===== src/rtl/bcd_serial_subtractor_pkg.sv =====
// Shared decimal-arithmetic definitions: radix constants, subtractor FSM
// states and a digit-validity helper.
package bcd_pkg;

    localparam logic [3:0] BCD_RADIX = 4'd10;
    localparam logic [3:0] BCD_MAX   = 4'd9;

    typedef enum logic [1:0] {
        ST_IDLE = 2'd0,
        ST_SUB  = 2'd1,
        ST_COMP = 2'd2,
        ST_DONE = 2'd3
    } bcd_state_e;

    // True when a nibble is a legal decimal digit.
    function automatic logic is_bcd_digit(input logic [3:0] d);
        return d <= BCD_MAX;
    endfunction

endpackage


===== src/rtl/bcd_digit_sub.sv =====
// Single decimal digit subtract with borrow: d = x - y - bi (mod 10).
module bcd_digit_sub
    import bcd_pkg::*;
(
    input  logic [3:0] x,
    input  logic [3:0] y,
    input  logic       bi,
    output logic [3:0] d,
    output logic       bo
);

    logic [4:0] t;

    // 5-bit signed difference; a negative result wraps by adding the radix.
    always_comb begin
        t = {1'b0, x} - {1'b0, y} - {4'b0000, bi};
        if (t[4]) begin
            d  = t[3:0] + BCD_RADIX;
            bo = 1'b1;
        end else begin
            d  = t[3:0];
            bo = 1'b0;
        end
    end

endmodule


===== src/rtl/bcd_serial_subtractor.sv =====
// Serial packed-BCD subtractor, one digit per clock, LSD first.
// A first pass (SUB) forms a - b - bin; if that leaves a final borrow the
// register holds the ten's complement, and a second pass (COMP) forms
// 0 - raw to recover the magnitude, flagging the result negative.
module bcd_serial_subtractor
    import bcd_pkg::*;
#(
    parameter int DIGITS = 4
) (
    input  logic                clk,
    input  logic                rst_n,
    input  logic                start,
    input  logic [4*DIGITS-1:0] a,
    input  logic [4*DIGITS-1:0] b,
    input  logic                bin,
    output logic                busy,
    output logic                done,
    output logic [4*DIGITS-1:0] diff,
    output logic                neg,
    output logic                err
);

    localparam int W     = 4 * DIGITS;
    localparam int IDX_W = (DIGITS > 1) ? $clog2(DIGITS) : 1;
    localparam logic [IDX_W-1:0] LAST_IDX = IDX_W'(DIGITS - 1);

    bcd_state_e     state_q, state_d;
    logic [IDX_W-1:0] idx_q, idx_d;
    logic           borrow_q, borrow_d;
    logic [W-1:0]   a_q, a_d, b_q, b_d;
    logic [W-1:0]   diff_q, diff_d;
    logic           neg_q, neg_d, err_q, err_d;
    logic           busy_q, busy_d, done_q, done_d;

    logic [3:0]     dig_x, dig_y, dig_r;
    logic           dig_bo;
    logic           operand_bad;

    // Digit-slice operands: SUB uses the captured operands, COMP negates the
    // raw digit already sitting in diff.
    always_comb begin
        if (state_q == ST_COMP) begin
            dig_x = 4'd0;
            dig_y = diff_q[int'(idx_q)*4 +: 4];
        end else begin
            dig_x = a_q[int'(idx_q)*4 +: 4];
            dig_y = b_q[int'(idx_q)*4 +: 4];
        end
    end

    bcd_digit_sub u_digit (
        .x  (dig_x),
        .y  (dig_y),
        .bi (borrow_q),
        .d  (dig_r),
        .bo (dig_bo)
    );

    // Next-state and registered-output logic for the whole controller.
    always_comb begin
        state_d  = state_q;
        idx_d    = idx_q;
        borrow_d = borrow_q;
        a_d      = a_q;
        b_d      = b_q;
        diff_d   = diff_q;
        neg_d    = neg_q;
        err_d    = err_q;
        busy_d   = busy_q;
        done_d   = 1'b0;

        operand_bad = 1'b0;
        for (int i = 0; i < DIGITS; i++) begin
            if (!is_bcd_digit(a[i*4 +: 4]) || !is_bcd_digit(b[i*4 +: 4])) begin
                operand_bad = 1'b1;
            end
        end

        case (state_q)
            ST_IDLE, ST_DONE: begin
                busy_d = 1'b0;
                if (state_q == ST_DONE) begin
                    state_d = ST_IDLE;
                end
                if (start) begin
                    a_d    = a;
                    b_d    = b;
                    diff_d = '0;
                    neg_d  = 1'b0;
                    idx_d  = '0;
                    if (operand_bad) begin
                        err_d   = 1'b1;
                        state_d = ST_DONE;
                        done_d  = 1'b1;
                    end else begin
                        err_d    = 1'b0;
                        borrow_d = bin;
                        state_d  = ST_SUB;
                        busy_d   = 1'b1;
                    end
                end
            end
            ST_SUB, ST_COMP: begin
                diff_d[int'(idx_q)*4 +: 4] = dig_r;
                borrow_d = dig_bo;
                if (idx_q == LAST_IDX) begin
                    idx_d = '0;
                    if (state_q == ST_SUB && dig_bo) begin
                        state_d  = ST_COMP;
                        borrow_d = 1'b0;
                    end else begin
                        neg_d   = (state_q == ST_COMP);
                        state_d = ST_DONE;
                        busy_d  = 1'b0;
                        done_d  = 1'b1;
                    end
                end else begin
                    idx_d = idx_q + 1'b1;
                end
            end
            default: state_d = ST_IDLE;
        endcase
    end

    // State and output registers with synchronous active-low reset.
    always_ff @(posedge clk) begin
        if (!rst_n) begin
            state_q  <= ST_IDLE;
            idx_q    <= '0;
            borrow_q <= 1'b0;
            a_q      <= '0;
            b_q      <= '0;
            diff_q   <= '0;
            neg_q    <= 1'b0;
            err_q    <= 1'b0;
            busy_q   <= 1'b0;
            done_q   <= 1'b0;
        end else begin
            state_q  <= state_d;
            idx_q    <= idx_d;
            borrow_q <= borrow_d;
            a_q      <= a_d;
            b_q      <= b_d;
            diff_q   <= diff_d;
            neg_q    <= neg_d;
            err_q    <= err_d;
            busy_q   <= busy_d;
            done_q   <= done_d;
        end
    end

    assign busy = busy_q;
    assign done = done_q;
    assign diff = diff_q;
    assign neg  = neg_q;
    assign err  = err_q;

endmodule


===== config.mk =====
export PLATFORM = sky130hd
export DESIGN_NAME = bcd_serial_subtractor
export DESIGN_NICKNAME = d
export VERILOG_FILES = /design/src/rtl/bcd_serial_subtractor_pkg.sv /design/src/rtl/bcd_digit_sub.sv /design/src/rtl/bcd_serial_subtractor.sv
export SDC_FILE = /design/constraint.sdc
export NUM_CORES = 1
export LEC_CHECK = 0
export BUFFER_PORTS_ARGS = -buffer_cell sky130_fd_sc_hd__clkbuf_2
export CORE_ASPECT_RATIO = 0.6
export CORE_UTILIZATION = 51
export DETAILED_ROUTE_END_ITERATION = 10
export PLACE_DENSITY = 0.82
export SLEW_MARGIN = 5
export SYNTH_ARGS = -nofsm -noshare
export SYNTH_HDL_FRONTEND = slang
export SYNTH_HIERARCHICAL = 1
export SYNTH_SLANG_ARGS = --single-unit

===== constraint.sdc =====
create_clock -name clk -period 6.65 [get_ports clk]
set_clock_uncertainty 0.05 [all_clocks]
set_input_delay 0.9975 -clock clk [delete_from_list [all_inputs] [get_ports clk]]
set_output_delay 0.9975 -clock clk [all_outputs]
set_load 0.01 [all_outputs]

==> flow_summary.ini <==
[outcome]
outcome = finished clean

[timing]
tightestPinTransition_ps = 1040
finalHoldViolations = 0
fin_hold_ws_ps = 425
max_freq_mhz = 236
fin_ws_ps = 2400
final.min_clock_period_ps = 4250
setup_tns_ps = 0
drv_slew = 0
post-route-period-util_pct = 63.8
slew_headroom_pct = 30.3
rsz0062_at_grt = false
setup_viol = 0

[hold_path]
hold_class = reg2reg
min-delay-start = b_q[11]$_SDFFE_PN0P_

[clocking]
cts.repair.resized = 0
cts_sinks = 57
cts_buffer_depth = 2
h-tree-depth = 3
clk_latency_ps = 350
numCtsBuffers = 9
cts_tree = built
clk_pin_slew_ps = 60
cts_root_buf = clkbuf_8
cts_setup_buffers = 0
cts_hold_buf = 0

[grt]
overflow = 0
grt_max_degree = 58
track_usage_pct = 24.9
grt_pass1_wl_um = 11100
antenna_found_initial = 0
grt_pass1_vias = 2194

[worst_setup_path]
reg2reg_slack_ps = 2400
critPathArrivalTime_ps = 4440
critPathBufInv = 1
r2r-start = idx_q[0]$_SDFFE_PN0N_
critPathCaptureType = flop
crit_start = idx_q[0]$_SDFFE_PN0N_
crit_type = reg2reg
cp_cell_sequence = mux4_1 > nor2b_1 > fa_1 > fa_1 > nand2b_1 > a211o_1 > and2_4 > inv_1 > a21boi_0 > o21ai_0 > o21ai_0 > and2_1
crit_family = adder cells
start_kind = flop
worst_path_max_delay_cell = dfxtp_1
critPathMaxStageDelay_ps = 900
critical_path.max_fanout = 20
crit_required_ps = 6840

[die]
pin_count = 56
initial_core_util_pct = 53.6
fp.dieW_um = 102
die-area_um2 = 6260
chipHeight_um = 61.7
core_um2 = 5650
rows = 21

[yosys]
syn_area_um2 = 3030
synthDistinctLibCells = 42
synthTopCellsByArea = dfxtp_1 (38%), nand2_1 (9.7%), mux4_1 (9.5%)
synth_fp_nets = 379
netlist.area_leader.share_pct = 37.7
ys_seq_area_share_pct = 37.7
syn_inst = 327
yosys_warnings = 6
synth-seq-cells = 57
avgSynthCellArea_um2 = 9.27
yosys.area.top_type = dfxtp_1

[power]
switching_share_pct = 41.8
p_int_w = 0.000900
power_frac_comb_pct = 48.0
p_switching_w = 0.000646
vdd_drop_max_mv = 0.169
clock_power_share_pct = 21.9
powerDensity_nw_per_um2 = 440
pwr-share-seq_pct = 30.1
leakage_nw = 1.47

[cells_and_area]
drive_above_1_share_pct = 20.5
n_fill_cell = 502
fin_nets = 428
diodes = 0
area_growth_pct = 16.0

[routing]
route.antenna.remaining_nets = 0
drc = 0
via_count = 2507
drtIter0Drc = 169
via_per_inst = 5.44
wl_per_cell_um = 15.9
first_pass_iters = 5
drt_wl_total_um = 7330

[place]
io_buffers = 55
dpl_worst_slack_ps = 2450
gp_congestion = 0.888
place_hpwl_um = 5380

[job]
max_cap_viol_count = 0
## placed cells by master (no fill, tap or decap), types with 2 or more instances in the layout
cell type	instances
a31oi_1	2
inv_1	14
and2_1	3
ha_1	14
mux4_1	11
nand2_1	78
a22oi_1	17
nor2_1	4
nor3b_1	2
fa_1	2
nand2b_1	2
xnor2_1	3
a21boi_0	33
nor3_1	2
nor2b_1	23
nand4_1	2
o21ai_0	16
a21oi_1	6
dfxtp_1	57
clkbuf_8	11
clkbuf_2	55
xor2_1	2
## worst paths after layout
path	endpoint	cells past startpoint
setup / recovery	state_q[0]$_SDFFE_PN0P_	12
setup reg to reg	state_q[0]$_SDFFE_PN0P_	12
hold / removal	b_q[11]$_SDFFE_PN0P_	2
hold reg to reg	b_q[11]$_SDFFE_PN0P_	2
## logic make-up after synthesis
kind of cell,Yosys count,synth area share (%)
xor+xnor,5,1.45
flops,57,37.7
mux,14,11.1
fa+ha+maj,16,7.10
buf+inv,32,5.20
compound gates,80,18.1
simple gates,123,19.4
## power groups by stage
stage                     Combinational [W]  Sequential (W)  Clock, W
after floorplan                    0.000575        0.000444         0
after global placement             0.000685        0.000469         0
after global routing               0.000806        0.000471  0.000358
after CTS                          0.000730        0.000464  0.000339
after detailed placement           0.000723        0.000471         0
final                              0.000743        0.000465  0.000338
## registers in the layout, summed over array words and instances (netlist names)
signal    count
borrow_q      1
diff         16
done          1
neg           1
idx_q         2
err           1
a_q          16
busy          1
b_q          16
state_q       2
## layout make-up
class | count | area [um2] | share of cell area, %
tap | 80 | 100 | 2.85
timing repair buffer | 56 | 283 | 8.05
clock inverter | 4 | 51.3 | 1.46
multi-input combinational | 238 | 1730 | 49.3
inverter | 14 | 52.6 | 1.50
clock buffer | 12 | 155 | 4.41
sequential | 57 | 1140 | 32.5
## cell usage after synthesis (all sizes together)
library cell	n
a21o	1
nor2	4
a31oi	2
xnor2	3
ha	14
nor3b	2
nand4	2
inv	14
fa	2
o21ai	16
mux4	12
nor4	1
o21a	1
o22a	1
buf	12
and4b	1
a21oi	7
nor4b	1
nand2	78
a21boi	33
and2	4
xor2	2
nand2b	2
dfxtp	57
a211o	1
mux2	1
nor3	2
clkbuf	6
mux2i	1
and4	2
a22oi	17
nand3b	1
o311ai	1
nor2b	23
## per-stage QoR
stage	area [um2]	util, %	power, W	cells
finish	3510	62.2	0.00155	461
global route	3510	62.2	0.00164	461
CTS	3510	62.2	0.00153	461
detailed placement	3310	58.6	0.00119	445
global placement	3310	58.6	0.00115	445
floorplan	3030	-	0.00102	327
## worst reg2reg max path, delay by kind of cell (launching register included)
family / cells / cell delay, ps
fa+ha+maj: 2 / 910
compound gates: 4 / 850
buf+inv: 1 / 70
mux: 1 / 660
flops: 1 / 900
simple gates: 4 / 710
## routing by layer
| layer | up-vias | wire, um | global-route usage, % | part of all wire [%] |
|---|---|---|---|---|
| met3 | 5 | 550 | 7.38 | 7.5 |
| met1 | 1174 | 3640 | 36.7 | 50 |
| met4 | 0 | 70 | 9.11 | 0.95 |
| met2 | 92 | 3070 | 34.3 | 42 |
| li1 | 1236 | - | - | - |
| met5 | - | 0 | 0 | 0 |
Power figures use the tool's default switching activity.
